--- src/rtl/dmem_trace_pkg.sv ---
// Shared types and constants for the data-memory write tracer.
// Optional timestamp field is enabled by defining DMEM_TRACE_TIMESTAMP_EN.
`ifndef ADDR_WIDTH
`define ADDR_WIDTH 16
`endif

package dmem_trace_pkg;
   localparam int TS_W       = 32;
   localparam int TRC_ADDR_W = `ADDR_WIDTH;
   localparam int TRC_DATA_W = 16;

   // Default-width entry layout, as seen by debug readout decoders.
   typedef struct packed {
      logic [TRC_ADDR_W-1:0] addr;
      logic [TRC_DATA_W-1:0] data;
      logic                  byt;
`ifdef DMEM_TRACE_TIMESTAMP_EN
      logic [TS_W-1:0]       ts;
`endif
   } trace_entry_t;
endpackage

--- src/rtl/sync_fifo_fwft.sv ---
// First-word-fall-through synchronous FIFO with flush; head is always on rdata.
// Pointers carry one extra wrap bit so full/empty come from the MSB comparison.
module sync_fifo_fwft #(
   parameter int WIDTH = 8,
   parameter int DEPTH = 16
) (
   input  logic                   clk,
   input  logic                   rst,
   input  logic                   clr,
   input  logic                   push,
   input  logic                   pop,
   input  logic [WIDTH-1:0]       wdata,
   output logic [WIDTH-1:0]       rdata,
   output logic                   valid,
   output logic                   full,
   output logic [$clog2(DEPTH):0] count
);
   localparam int AW = $clog2(DEPTH);

   logic [AW:0]      wr_ptr, rd_ptr;
   logic [WIDTH-1:0] mem [DEPTH];
   logic             empty, pop_acc, push_acc;

   assign empty    = (wr_ptr == rd_ptr);
   assign full     = (wr_ptr[AW] != rd_ptr[AW]) && (wr_ptr[AW-1:0] == rd_ptr[AW-1:0]);
   assign valid    = ~empty;
   assign count    = wr_ptr - rd_ptr;
   assign pop_acc  = pop & ~empty;
   // A full FIFO still accepts a push when the head leaves in the same cycle.
   assign push_acc = push & (~full | pop_acc);

   always_ff @(posedge clk or posedge rst) begin
      if (rst) begin
         wr_ptr <= '0;
         rd_ptr <= '0;
      end else if (clr) begin
         wr_ptr <= '0;
         rd_ptr <= '0;
      end else begin
         if (push_acc) wr_ptr <= wr_ptr + 1'b1;
         if (pop_acc)  rd_ptr <= rd_ptr + 1'b1;
      end
   end

   always_ff @(posedge clk) begin
      if (push_acc && !clr) mem[wr_ptr[AW-1:0]] <= wdata;
   end

   assign rdata = empty ? '0 : mem[rd_ptr[AW-1:0]];
endmodule

--- src/rtl/dmem_write_tracer.sv ---
// Snoops CPU data-memory writes into a filtered FWFT trace FIFO with drop counter.
// Define DMEM_TRACE_TIMESTAMP_EN to add a 32-bit capture timestamp (trc_ts).
module dmem_write_tracer
   import dmem_trace_pkg::*;
#(
   parameter int ADDR_W = `ADDR_WIDTH,
   parameter int DATA_W = 16,
   parameter int DEPTH  = 16,
   parameter int DROP_W = 8
) (
   input  logic                   clk,
   input  logic                   rst,
   input  logic                   dmem_wen,
   input  logic                   dmem_byt,
   input  logic [ADDR_W-1:0]      dmem_addr,
   input  logic [DATA_W-1:0]      dmem_wdata,
   input  logic                   trc_en,
   input  logic [ADDR_W-1:0]      win_lo,
   input  logic [ADDR_W-1:0]      win_hi,
   input  logic                   trc_clr,
   input  logic                   trc_pop,
   output logic                   trc_valid,
   output logic [ADDR_W-1:0]      trc_addr,
   output logic [DATA_W-1:0]      trc_data,
   output logic                   trc_byt,
   output logic [$clog2(DEPTH):0] trc_count,
   output logic                   trc_full,
   output logic [DROP_W-1:0]      drop_cnt,
   output logic [ADDR_W-1:0]      last_wr_addr,
   output logic [DATA_W-1:0]      last_wr_data
`ifdef DMEM_TRACE_TIMESTAMP_EN
   ,
   output logic [TS_W-1:0]        trc_ts
`endif
);
   // Same layout as trace_entry_t, at this instance's parameter widths.
   typedef struct packed {
      logic [ADDR_W-1:0] addr;
      logic [DATA_W-1:0] data;
      logic              byt;
`ifdef DMEM_TRACE_TIMESTAMP_EN
      logic [TS_W-1:0]   ts;
`endif
   } entry_t;

   entry_t wr_entry, rd_entry;
   logic   push_req, pop_acc, drop_evt;

   assign push_req = dmem_wen & trc_en & (dmem_addr >= win_lo) & (dmem_addr <= win_hi);
   assign pop_acc  = trc_pop & trc_valid;
   assign drop_evt = push_req & trc_full & ~pop_acc & ~trc_clr;

`ifdef DMEM_TRACE_TIMESTAMP_EN
   logic [TS_W-1:0] ts_cnt;

   always_ff @(posedge clk or posedge rst) begin
      if (rst) ts_cnt <= '0;
      else     ts_cnt <= ts_cnt + 1'b1;
   end

   assign wr_entry = '{addr: dmem_addr, data: dmem_wdata, byt: dmem_byt, ts: ts_cnt};
   assign trc_ts   = rd_entry.ts;
`else
   assign wr_entry = '{addr: dmem_addr, data: dmem_wdata, byt: dmem_byt};
`endif

   sync_fifo_fwft #(
      .WIDTH ($bits(entry_t)),
      .DEPTH (DEPTH)
   ) u_fifo (
      .clk   (clk),
      .rst   (rst),
      .clr   (trc_clr),
      .push  (push_req),
      .pop   (trc_pop),
      .wdata (wr_entry),
      .rdata (rd_entry),
      .valid (trc_valid),
      .full  (trc_full),
      .count (trc_count)
   );

   assign trc_addr = rd_entry.addr;
   assign trc_data = rd_entry.data;
   assign trc_byt  = rd_entry.byt;

   always_ff @(posedge clk or posedge rst) begin
      if (rst)                             drop_cnt <= '0;
      else if (trc_clr)                    drop_cnt <= '0;
      else if (drop_evt && drop_cnt != '1) drop_cnt <= drop_cnt + 1'b1;
   end

   // Legacy last-write capture ignores enable, window and flush.
   always_ff @(posedge clk or posedge rst) begin
      if (rst) begin
         last_wr_addr <= '0;
         last_wr_data <= '1;
      end else if (dmem_wen) begin
         last_wr_addr <= dmem_addr;
         last_wr_data <= dmem_wdata;
      end
   end
endmodule

--- config.mk ---
export PLATFORM = sky130hd
export DESIGN_NAME = dmem_write_tracer
export DESIGN_NICKNAME = d
export VERILOG_FILES = /design/src/rtl/dmem_trace_pkg.sv /design/src/rtl/sync_fifo_fwft.sv /design/src/rtl/dmem_write_tracer.sv
export SDC_FILE = /design/constraint.sdc
export NUM_CORES = 1
export LEC_CHECK = 0
export CAP_MARGIN = 20
export CORE_MARGIN = 5
export CORE_UTILIZATION = 45
export CTS_CLUSTER_SIZE = 20
export DETAILED_ROUTE_END_ITERATION = 10
export PLACE_DENSITY = 0.62
export SYNTH_ARGS = -nofsm -noshare
export SYNTH_HDL_FRONTEND = slang
export SYNTH_HIERARCHICAL = 1
export SYNTH_SLANG_ARGS = --single-unit
--- constraint.sdc ---
create_clock -name clk -period 4.6 [get_ports clk]
set_clock_uncertainty 0.1 [all_clocks]
set_input_delay 0.46 -clock clk [delete_from_list [all_inputs] [get_ports clk]]
set_output_delay 0.46 -clock clk [all_outputs]
set_load 0.02 [all_outputs]
**Word level (Yosys, flattened, before mapping)**

Memories as Yosys holds them, arrays and structs flattened.
Cells that the tools add are included.

- Flip-flop bits (word level): 50
- Bits in writable memories: 528
- Bits of input ports: 71
- Output and inout bits: 80
- Word-level logic and storage cells: 45
- Memories: 1

Memories:

| name | depth | bits a word | read ports | clocked after memory_dff | write ports | RTL line | text |
|---|---|---|---|---|---|---|---|
| u_fifo.mem | 16 | 33 | 1 | 0 | 1 | sync_fifo_fwft.sv:21 | `logic [WIDTH-1:0] mem [DEPTH];` |

- Add/sub/neg operators: 4
- Order comparisons: 2
- Eq/ne operators: 4
- Multiplexer cells: 9
- Bitwise operators: 13
- Reduce and logical (&&, ||, !) cells: 7

Operator list:

| cell | number |
|---|---|
| $mux 33 | 1 |
| $mux 5 | 4 |
| $ge 16x16->1 | 1 |
| $le 16x16->1 | 1 |
| $mux 8 | 2 |
| $add 5x1->5 const B | 2 |
| $add 8x1->8 const B | 1 |
| $and 1x1->1 | 8 |
| $ne 8x8->1 const B | 1 |
| $reduce_bool 2->1 | 3 |
| $eq 5x5->1 | 1 |
| $sub 5x5->5 | 1 |
| $eq 4x4->1 | 1 |
| $not 1->1 | 4 |
| $logic_and 1x1->1 | 3 |
| $mux 1 | 2 |
| $logic_not 1->1 | 1 |
| $ne 1x1->1 | 1 |
| $or 1x1->1 | 1 |

**Longest topological paths before layout**

Gate-level depths: netlist of the first run.

- Depth in word-level cells: 9
- Depth in mapped cells: 15
- Gate-level depth less buffers: 11

**Hierarchy**

The synthesis of the first run kept the hierarchy.

By module, submodules not included:

| module | times used | cells each | area each (um^2) | seq. area each (um^2) |
|---|---|---|---|---|
| sync_fifo_fwft | 1 | 912 | 20850.0 | 16105.4 |
| dmem_write_tracer | 1 | 234 | 2484.9 | 1021.0 |

**Worst setup path after synthesis of the first run**

OpenSTA, ideal clock, no wires.

- Path type: input to register
- Start point: in win_hi[1]
- End point: mem u_fifo/mem[0][0] (netlist bit), enable pin
- Setup time: 423 ps
- Data arrival time: 3782 ps
- Required time: 4077 ps
- Path slack: 295 ps
- Cell stages on the path: 12
- Path buffers: 1
- Path through: inv_1 ha_1 nor2b_1 o211ai_1 a21oi_1 o31ai_1 a21oi_1 clkbuf_1 nor3_1 o31ai_1 or3_1 nor2_1

- Cells in the longest elaborated chain, start to end: 6

Ends and longest elaborated chain:

| item | RTL line | text |
|---|---|---|
| start: declaration | dmem_write_tracer.sv:19 | `input logic [ADDR_W-1:0] win_hi,` |
| $le 16x16->1 | dmem_write_tracer.sv:49 | `assign push_req = dmem_wen & trc_en & (dmem_addr >= win_lo) & (dmem_addr <= win_hi);` |
| $and 1x1->1 | dmem_write_tracer.sv:49 |  |
| named net push_req | dmem_write_tracer.sv:47 | `logic push_req, pop_acc, drop_evt;` |
| $and 1x1->1 | sync_fifo_fwft.sv:30 | `assign push_acc = push & (~full \| pop_acc);` |
| $logic_and 1x1->1 | sync_fifo_fwft.sv:46 | `if (push_acc && !clr) mem[wr_ptr[AW-1:0]] <= wdata;` |
| $mux 1 | sync_fifo_fwft.sv:46 |  |
| $mux 1 (implied by the code) | sync_fifo_fwft.sv:46 |  |
| end: declaration | sync_fifo_fwft.sv:21 |  |

The timed path passes the listed nets, and every way through them passes these cells.

**Worst setup path in the final report of the first run**

- Start point: reg u_fifo.rd_ptr[1]
- End point: out trc_byt

- Cells in the longest elaborated chain, start to end: 2
- Elaborated cells between the ends (all ways): 3
- Those cells by class: eq/ne: 1; mux: 1; memory: 1

Ends and longest elaborated chain:

| item | RTL line | text |
|---|---|---|
| start: declaration | sync_fifo_fwft.sv:20 | `logic [AW:0] wr_ptr, rd_ptr;` |
| start signal: assignment | sync_fifo_fwft.sv:41 | `if (pop_acc) rd_ptr <= rd_ptr + 1'b1;` |
| $mem_v2 16x33 / $eq 5x5->1 (equally long branches) | n/a |  |
| $mux 33 (*) | sync_fifo_fwft.sv:49 | `assign rdata = empty ? '0 : mem[rd_ptr[AW-1:0]];` |
| end: declaration | dmem_write_tracer.sv:25 | `output logic trc_byt,` |

Mark *: on every way between the ends. The rest lies on a longest branch, timed or not.

==> results of run 1 <==
## cells in the mapped netlist, drive strengths merged, types with 9 or more instances
cell type  count
o21ai          9
nor2b         34
mux2          67
nand2         11
mux4         132
dfrtp         34
ha            42
clkbuf        17
nand4          9
nor2          31
inv           46
buf           35
edfxtp       528
dfstp         16
a221o         32
nand3         11
a21oi         21
## critical path, delay by kind of cell, from the launching register on
family	cells	cell delay (ns)
and+or+nand+nor	1	0.14
AOI/OAI and AO/OA	1	0.33
DFF	1	0.47
buffers and inverters	3	1.65
muxes	1	0.37
## report_power, final
part           internal [mW]  total [mW]  switching, mW
Clock                   2.75        4.69           1.94
Sequential              5.78        5.80         0.0176
Combinational          0.366       0.789          0.423
## flip-flops by register name, summed over array words and instances (netlist names)
register	flops
u_fifo/mem	528
last_wr_addr	16
last_wr_data	16
drop_cnt	8
u_fifo/rd_ptr	5
u_fifo/wr_ptr	5
## layer usage
metal / wire (um) / global-route usage
met5: 0 / 0
met4: 1110 / 0.0478
met3: 2460 / 0.0330
met2: 28200 / 0.331
met1: 21500 / 0.245
## logic make-up after synthesis
kind of cell | synth area share
flip-flops | 0.734
multiplexers | 0.161
AND/OR/NAND/NOR | 0.0307
buffers and inverters | 0.0195
AO/OA/AOI/OAI | 0.0286
adder cells (fa/ha/maj) | 0.0234
XOR/XNOR | 0.00338
## final cells by class
type	count	area share
Sequential cell	578	0.606
Multi-Input combinational cell	470	0.208
Timing Repair Buffer	215	0.0815
Clock buffer	74	0.0556
Tap cell	680	0.0301
Clock inverter	35	0.0124
Inverter	46	0.00610
## path summary, 6_finish.rpt
check	startpoint	end	cells after the start
worst max register to register	u_fifo/wr_ptr[2]	drop_cnt[4]	10
worst max-delay path	u_fifo/rd_ptr[1]	trc_byt	6
worst min register to register	last_wr_addr[3]	last_wr_addr[3]	1
min in group clk	last_wr_addr[3]	last_wr_addr[3]	1
worst min-delay path	rst	last_wr_addr[15]	2
max in group asynchronous	rst	last_wr_data[10]	3
## per-stage QoR
step / power [mW] / instances / hold WS (ns)
4_1_cts: 11.4 / 2098 / 0.140
3_5_place_dp: 6.71 / 1989 / 0.395
2_1_floorplan: 6.30 / 1146 / 0.200
3_3_place_gp: 6.70 / 1988 / 0.390
5_1_grt: 11.7 / 2098 / 0.178
6_report: 11.3 / 2098 / 0.147
==> flow_metrics.tcl, run 1 <==
set metrics [dict create \
    run_status "complete, no violations" \
    max_freq_ghz 0.233 \
    num_antenna_cells 0 \
    dr.pass1.iters 5 \
    ys_seq_elements 578 \
    finalWirelength_um 53200 \
    core_area_um2 51300 \
    post_dp_cell_area_um2 26400 \
    async_flop_share 0.0865 \
    final_core_util 0.551 \
    rsz0062_at_grt "false" \
    critPathKind "register to primary output" \
    setup_viol 0 \
    fin_nets 1483 \
    n_fill_cell 3931 \
    cts_setup_buffers 0 \
    maxCapViolations 0 \
    htreeDepth 2 \
    arrival_ns 3.73 \
    finalMaxSlewViolations 0 \
    worst-r2r-setup-slack_ns 1.53 \
    layout_commonest_cell "edfxtp_1" \
    clock_latency_ns 0.61 \
    end_kind "primary output" \
    finalSetupTns_ns 0 \
    grt_start_max_net_pins 110 \
    grt_pass1_vias 12587 \
    hold_viol_final 0 \
    dp_slack_ns 0.472 \
    regArea_um2 17100 \
    cts-root-buf "clkbuf_16" \
    min_period_ns 4.29 \
    initialDrtViolationCount 738 \
    synth_cell_types 51 \
    cts_tree "yes" \
    layout_common_cells "edfxtp_1, clkdlybuf4s50_1, mux4_2" \
    syn-mean-instance-area_um2 20.4 \
    yosys_most_used_dff "edfxtp_1" \
    syn_to_final_growth_pct 21.2 \
    wl_per_cell_um 25.4 \
    synth_area_um2 23300 \
    synthesis.nets 1260 \
    ant_nets 0 \
    p_leak_nw 9.15 \
    hold_path_class "input pin to asynchronous set/reset pin" \
    io_buffers 150 \
    synth_edf_count 528 \
    place_congestion 0.776 \
    yosysTopAreaCell "edfxtp_1" \
    crit_fanout 109 \
    synth_cells 1146 \
    ys_seq_area_frac 0.734 \
    drive_above_1_share 0.275 \
    via_per_inst 5.60 \
    pin_count 151 \
    critical-path-max-stage-delay_ns 0.59 \
    drc 0 \
    dp_hpwl_um 32900 \
    initial_utilization 0.455 \
    gr-total-overflow 0 \
    slew_headroom 0.253 \
    synthTopCellsByArea "edfxtp_1, mux4_2, dfrtp_1, mux2_2, ha_1" \
    clkSlewWorstSetupHoldPaths_ns 0.06 \
    die_y_um 238 \
    tightest_slew_ns 1.12 \
    critical_path.cell_chain "buf_12 > buf_4 > mux4_2 > nor2b_1 > a221o_1 > clkdlybuf4s50_1" \
    dieArea_um2 56500 \
    multi_input_area_um2 5900 \
    period_share 0.933 \
    vias 11753 \
    crit_path_top_delay_cell "buf_12" \
    antenna_found_initial 0 \
    ctsHoldBuffers 0 \
    numCtsBuffers 58 \
    fp-row-count 83 \
    fin_ws_ns 0.309 \
    cts.repair.resized 0 \
    p_per_area_nw_per_um2 399 \
    synth_top_area_frac 0.679 \
    yosysWarnings 6 \
    ir_drop_mv 0.288 \
    critPathRequiredTime_ns 4.04 \
    fin_area_um2 28300 \
    clock_sinks 578 \
    clk_path_buf_depth 3 \
    die_w_um 238 \
    grt_pass1_wl_um 80100 \
    grt.total_usage 0.188 \
    setup.worst_path.start_class "register" \
]
(Power assumes the default switching activity.)
==> run 2, diff against run 1 <==
Settings changed: CORE_MARGIN 5 to unset.
==> run 2 against run 1 <==
  * Routed wire length decreased by 3.1%
  * Utilization about the same
  * Sequential cell count unchanged
  * Global-route usage increased by 1.2 points
  * Via count decreased by 0.48%
  * Non-clock buffer count increased by 1
  * Critical path depth increased by 3
  * Maximum frequency decreased by 2.6%
==> flow_metrics.tcl, run 2 (synthesized netlist as in run 1, its figures left out) <==
set metrics [dict create \
    arrival_ns 3.85 \
    maxCapViolations 0 \
    pin_count 151 \
    hold_path_class "input pin to asynchronous set/reset pin" \
    layout_common_cells "edfxtp_1, clkdlybuf4s50_1, mux4_2" \
    clock_latency_ns 0.62 \
    regArea_um2 17100 \
    grt.total_usage 0.200 \
    syn_to_final_growth_pct 21.1 \
    dp_hpwl_um 30300 \
    die_w_um 230 \
    numCtsBuffers 58 \
    p_per_area_nw_per_um2 399 \
    clock_sinks 578 \
    drive_above_1_share 0.274 \
    initial_utilization 0.455 \
    p_leak_nw 9.13 \
    critPathKind "register to primary output" \
    io_buffers 150 \
    finalMaxSlewViolations 0 \
    crit_fanout 32 \
    gr-total-overflow 0 \
    slew_headroom 0.277 \
    grt_pass1_wl_um 77800 \
    fin_nets 1485 \
    ctsHoldBuffers 0 \
    grt_pass1_vias 12282 \
    dieArea_um2 52800 \
    clkSlewWorstSetupHoldPaths_ns 0.06 \
    num_antenna_cells 0 \
    rsz0062_at_grt "false" \
    period_share 0.958 \
    place_congestion 0.745 \
    layout_commonest_cell "edfxtp_1" \
    wl_per_cell_um 24.5 \
    largest_register_ffs 528 \
    core_area_um2 51300 \
    grt_start_max_net_pins 104 \
    setup_viol 0 \
    max_freq_ghz 0.227 \
    n_fill_cell 4027 \
    htreeDepth 2 \
    antenna_found_initial 0 \
    cts-root-buf "clkbuf_16" \
    via_per_inst 5.57 \
    multi_input_area_um2 5910 \
    end_kind "primary output" \
    clk_path_buf_depth 3 \
    ant_nets 0 \
    setup.worst_path.start_class "register" \
    initialDrtViolationCount 812 \
    cts_setup_buffers 0 \
    power_mw 11.3 \
    hold_viol_final 0 \
    cts_tree "yes" \
    finalWirelength_um 51500 \
    critPathRequiredTime_ns 4.04 \
    tightest_slew_ns 1.08 \
    die_y_um 230 \
    fp-row-count 83 \
    ir_drop_mv 0.284 \
    run_status "complete, no violations" \
    dr.pass1.iters 5 \
    finalSetupTns_ns 0 \
    vias 11696 \
    drc 0 \
    min_period_ns 4.41 \
]
[run 2: cell types whose count changed in the layout (fill, tap and decap cells not counted), moves of 2 or more]
cell      delta
clkbuf_1     +6
buf_4        +2
clkinv_2     -4
clkinv_4     -2
[run 2: final timing paths]
kind                       cells past startpoint          endpoint  slack [ns]              from
setup / recovery                               9      trc_data[15]        0.19  u_fifo/rd_ptr[2]
hold / removal                                 2  last_wr_addr[15]        0.08               rst
setup reg to reg                              11       drop_cnt[4]        1.10  u_fifo/rd_ptr[2]
hold reg to reg                                1   last_wr_addr[0]        0.41   last_wr_addr[0]
max in group asynchronous                      3  last_wr_data[10]        3.44               rst
min in group clk                               1   last_wr_addr[0]        0.41   last_wr_addr[0]
[run 2: critical path: stages (launching register included)]
cell and delay (ns):
dfrtp_2 0.60, inv_1 0.19, ha_1 0.41, nand4_2 0.17, nor2_4 0.28, buf_4 0.20, nor3_4 0.03, buf_4 0.33
a221o_1 0.43, clkdlybuf4s50_1 0.56
[run 2: routing by layer]
layer  up-vias  GRT usage  wire length, um
met5         -          0                0
met4         0     0.0482             1010
met3        80     0.0381             2320
met2       270      0.343            26300
met1      6192      0.264            21900
li1       5154          -                -
[run 2: final cells by class]
| class | count | area share |
|---|---|---|
| Clock buffer | 80 | 0.0560 |
| Clock inverter | 29 | 0.0114 |
| Inverter | 46 | 0.00611 |
| Multi-Input combinational cell | 471 | 0.209 |
| Sequential cell | 578 | 0.606 |
| Tap cell | 680 | 0.0301 |
| Timing Repair Buffer | 216 | 0.0809 |
[run 2: repair_timing]
item	in CTS	in global routing
pin swaps	1	0
resized for setup	2	1
endpoints found under the setup margin	6	32
cloned	1	0
[run 2: power breakdown]
part	internal [mW]	total, mW	switching [mW]
clock network	2.75	4.71	1.97
registers	5.78	5.80	0.0174
logic	0.363	0.777	0.414
total	8.89	11.3	2.40
[run 2: through the flow]
stage          cells  instance area [um^2]  setup WS (ns)  hold slack [ns]   util
3_3_place_gp    1989                 26300          0.214            0.391  0.513
5_1_grt         2100                 28300         0.0563           0.0855  0.551
4_1_cts         2099                 28200        0.00811           0.0512  0.551
3_5_place_dp    1989                 26300          0.268            0.396  0.513
2_1_floorplan   1146                 23300          0.295            0.200      -
6_report        2100                 28300          0.194           0.0797  0.551
==> RTL edit 1: new RTL, flow settings as in run 1 <==
Register the output `trc_count`; this adds one clock of latency there. The other outputs are not delayed to match.
--- a/src/rtl/dmem_write_tracer.sv
+++ b/src/rtl/dmem_write_tracer.sv
@@ -43,6 +43,8 @@
 `endif
    } entry_t;
 
+   logic [$clog2(DEPTH):0] trc_count_d;
+
    entry_t wr_entry, rd_entry;
    logic   push_req, pop_acc, drop_evt;
 
@@ -77,7 +79,7 @@
       .rdata (rd_entry),
       .valid (trc_valid),
       .full  (trc_full),
-      .count (trc_count)
+      .count (trc_count_d)
    );
 
    assign trc_addr = rd_entry.addr;
@@ -100,5 +102,9 @@
          last_wr_data <= dmem_wdata;
       end
    end
+   always_ff @(posedge clk) begin
+      trc_count <= trc_count_d;
+   end
+
 endmodule
 
Function: changed (a bounded check fails within 4 cycles, from zero or initial values and one cycle with rst high).
==> RTL edit 1 against run 1 <==
- final area shrank 1.1%
- critical path depth is 2 higher
- setup slack got worse by 49 ps
- sequential cell count grew 5
- wire length shrank 3.5%
- via count shrank 0.24%
- total power down 1.7%
- area after synthesis rose by 0.41%
- largest cell class unchanged
==> RTL edit 1: results <==
{
  "status": "finished, final reports clean",
  "post_drt_wl_per_cell_um": 24.5,
  "fillers": 3964,
  "synthTopCellsByCount": "528 x edfxtp_1, 132 x mux4_2, 64 x mux2_2",
  "reg2regPathDepth": 11,
  "synth_cell_types": 53,
  "cts_sinks": 583,
  "routed_wl_um": 51400,
  "met2_length_um": 25500,
  "signal_buffer_area_fraction_pct": 7.24,
  "clockBufferCount": 85,
  "grt_pass1_wl_um": 78200,
  "slowest_delay_ps": 570,
  "drive_gt1_share_pct": 27.0,
  "syn_avg_cell_area_um2": 20.4,
  "area_growth_pct": 19.4,
  "comb-power_w": 0.000775,
  "fmax_mhz": 230,
  "placed_area_um2": 26200,
  "cp.arrival_ps": 3780,
  "switchingPower_w": 0.00234,
  "hpwl_um": 30300,
  "wl_met3_um": 2460,
  "inverters": 51,
  "wl_met1_um": 22000,
  "syn_nets": 1262,
  "slew_headroom_pct": 43.6,
  "r2r_setup_slack_ps": 1000,
  "seq-cell-share_pct": 61.6,
  "reg2reg_to": "drop_cnt[6]$_DFFE_PP0P_",
  "synth_seq_area_share_pct": 73.5,
  "dr_total_vias": 11700,
  "crit_end": "trc_addr[15]",
  "synth_mux_area_share_pct": 15.8,
  "drtIter0Drc": 925,
  "async_flop_share_pct": 8.58,
  "clkCellAreaFrac_pct": 6.40
}
-- RTL edit 1: worst min path at each step --
stage                              endpoint  cells past startpoint                          from
2_1_floorplan  u_fifo/rd_ptr[0]$_DFFE_PP0P_                      1                           rst
3_3_place_gp   last_wr_addr[14]$_DFFE_PP0P_                      1  last_wr_addr[14]$_DFFE_PP0P_
3_5_place_dp   last_wr_addr[11]$_DFFE_PP0P_                      1  last_wr_addr[11]$_DFFE_PP0P_
4_1_cts        u_fifo/rd_ptr[0]$_DFFE_PP0P_                      2                           rst
5_1_grt        u_fifo/rd_ptr[1]$_DFFE_PP0P_                      2                           rst
6_report       u_fifo/rd_ptr[0]$_DFFE_PP0P_                      2                           rst
-- RTL edit 1: metal layers --
layer	vias up	GRT usage [%]
li1	5117	-
met1	6227	25.2
met2	308	30.0
met3	73	3.14
met4	0	5.46
met5	-	0
==> RTL edit 2: new RTL, settings of run 1 <==
Made on the original files. The parameter `DATA_W` goes from 16 to 32.
--- a/src/rtl/dmem_write_tracer.sv
+++ b/src/rtl/dmem_write_tracer.sv
@@ -4,7 +4,7 @@
    import dmem_trace_pkg::*;
 #(
    parameter int ADDR_W = `ADDR_WIDTH,
-   parameter int DATA_W = 16,
+   parameter int DATA_W = 32,
    parameter int DEPTH  = 16,
    parameter int DROP_W = 8
 ) (
Interface: changed (resized dmem_wdata, last_wr_data and trc_data); port bits go from 151 to 199. The function was not compared with the original's and may differ.
==> RTL edit 2 against run 1 <==
- area after synthesis up 44%
- critical path depth up 3
- global-route usage down 0.25 points
- sequential share of layout area up 2.1 points
- sequential cell count up 272
- total power up 47%
- non-clock buffer count up 58
- setup slack worse by 62 ps
- register-to-register slack worse by 260 ps
- clock power up 47%
- combinational power up 41%
- wire length up 42%
- final area up 42%
- critical endpoint is now trc_data[21]
- highest routed layer is now met5
==> RTL edit 2: results <==
{
  "status": "finished, final reports clean",
  "leakagePower_nw": 12.8,
  "largest_reg_flops": 784,
  "grt_max_degree": 90,
  "drive_gt1_share_pct": 28.7,
  "cts-root-buf": "clkbuf_16",
  "path_max_fanout": 48,
  "min_path_type": "in -> async",
  "grt_use_total_pct": 18.6,
  "synth_edf_count": 784,
  "wl_met3_um": 4390,
  "async_flop_share_pct": 7.76,
  "crit_end": "trc_data[21]",
  "drtAntennaViolNets": 0,
  "highest_layer": "met5",
  "met2_length_um": 37100,
  "synthTopCellsByCount": "784 x edfxtp_1, 196 x mux4_2, 96 x mux2_2",
  "cp.arrival_ps": 3790,
  "reg2reg_to": "drop_cnt[7]$_DFFE_PP0P_",
  "clkLatencyLatePin_ps": 630,
  "antenna_found_initial": 1,
  "reg2regPathDepth": 11,
  "ys_top_cells_by_area": "edfxtp_1 70%, mux4_2 13%, mux2_2 3.2%",
  "r2r-start": "u_fifo/rd_ptr[2]$_DFFE_PP0P_",
  "wl_met1_um": 32400,
  "drtIter0Drc": 1346,
  "grt_pass1_wl_um": 114000,
  "r2r_setup_slack_ps": 1270,
  "grt_pass1_vias": 17700,
  "fillers": 5579,
  "fin_util_pct": 54.3,
  "routed_wl_um": 75400,
  "synthCells": 1571,
  "vdd_ir_drop_max_mv": 0.250,
  "cts-htree-levels": 3,
  "layout.nets": 1989,
  "dp.cells": 2735,
  "slew_headroom_pct": 34.7,
  "cts_max_path_buffers": 3,
  "n_antenna_cell": 0,
  "synth_seq_area_share_pct": 75.1,
  "gp_congestion": 0.794,
  "syn_nets": 1701,
  "placed_area_um2": 37400,
  "via_per_inst": 5.67,
  "post_drt_wl_per_cell_um": 26.0,
  "startpoint": "u_fifo/rd_ptr[2]$_DFFE_PP0P_",
  "hpwl_um": 43300,
  "cts_buffers": 87,
  "synth_cell_types": 48,
  "port-buffer-count": 198
}
## RTL edit 2: cell count changes after synthesis, moves of 6 or more
cell and change:
dfstp_2 +16, mux2_2 +32, a221o_1 +17, nand2_1 +6, clkbuf_1 +6, nor2b_1 +21, mux4_2 +64, edfxtp_1 +256
buf_2 +9, buf_1 +11
## RTL edit 2: what timing repair did
action,in CTS,in global routing
gates resized for setup,1,4
gates cloned,0,1
pin swaps,1,1
buffers inserted,1,2
setup endpoints to repair,3,1
## RTL edit 2: worst min path at each step
stage               slack, ps                          from                      endpoint
floorplan                 200                           rst  u_fifo/rd_ptr[0]$_DFFE_PP0P_
global placement          390  last_wr_addr[10]$_DFFE_PP0P_  last_wr_addr[10]$_DFFE_PP0P_
detailed placement        400  last_wr_addr[15]$_DFFE_PP0P_  last_wr_addr[15]$_DFFE_PP0P_
CTS                        50                           rst  u_fifo/rd_ptr[4]$_DFFE_PP0P_
global route              110                           rst  u_fifo/rd_ptr[4]$_DFFE_PP0P_
finish                     80                           rst  u_fifo/rd_ptr[4]$_DFFE_PP0P_
## RTL edit 2: layout make-up
cell class | count | share of cell area [%]
inverters | 44 | 0.413
well taps | 969 | 3.01
clock inverters | 49 | 1.10
clock buffers | 113 | 5.88
multi-input cells | 603 | 19.8
flip-flops and latches | 850 | 62.7
repair buffers | 273 | 7.07
## RTL edit 2: per-layer routing
metal / up-vias / track usage [%]
met5: - / 0
met4: 2 / 4.41
met3: 98 / 3.95
met2: 485 / 30.7
met1: 8774 / 25.7
li1: 7086 / -
## RTL edit 2: through the flow
step	worst slack, ps	hold slack (ps)
global placement	465	391
global route	46.0	110
floorplan	-534	200
finish	247	81.4
CTS	110	54.4
detailed placement	396	398
## RTL edit 2: cells by family after synthesis
family | synth area share [%]
muxes | 16.6
xor gates and xnor gates | 0.235
adders and majority gates | 1.62
buffers and inverters | 1.55
and+or+nand+nor | 2.47
DFF | 75.1
AOI/OAI and AO/OA | 2.39
## RTL edit 2: worst max-delay path, cell delays in order, from the launching register on
cell and delay [ps]:
dfrtp_1 550, inv_1 170, ha_1 380, nand4_1 110, buf_4 180, nor2_2 240, nor3_2 70, clkbuf_8 370
a221o_1 470, clkdlybuf4s50_1 610
## RTL edit 2: power by group
| group | total, W | internal [W] | switching [W] |
|---|---|---|---|
| Combinational | 0.00111 | 0.000514 | 0.000593 |
| Sequential | 0.00854 | 0.00851 | 0.0000292 |
| Clock | 0.00688 | 0.00399 | 0.00289 |
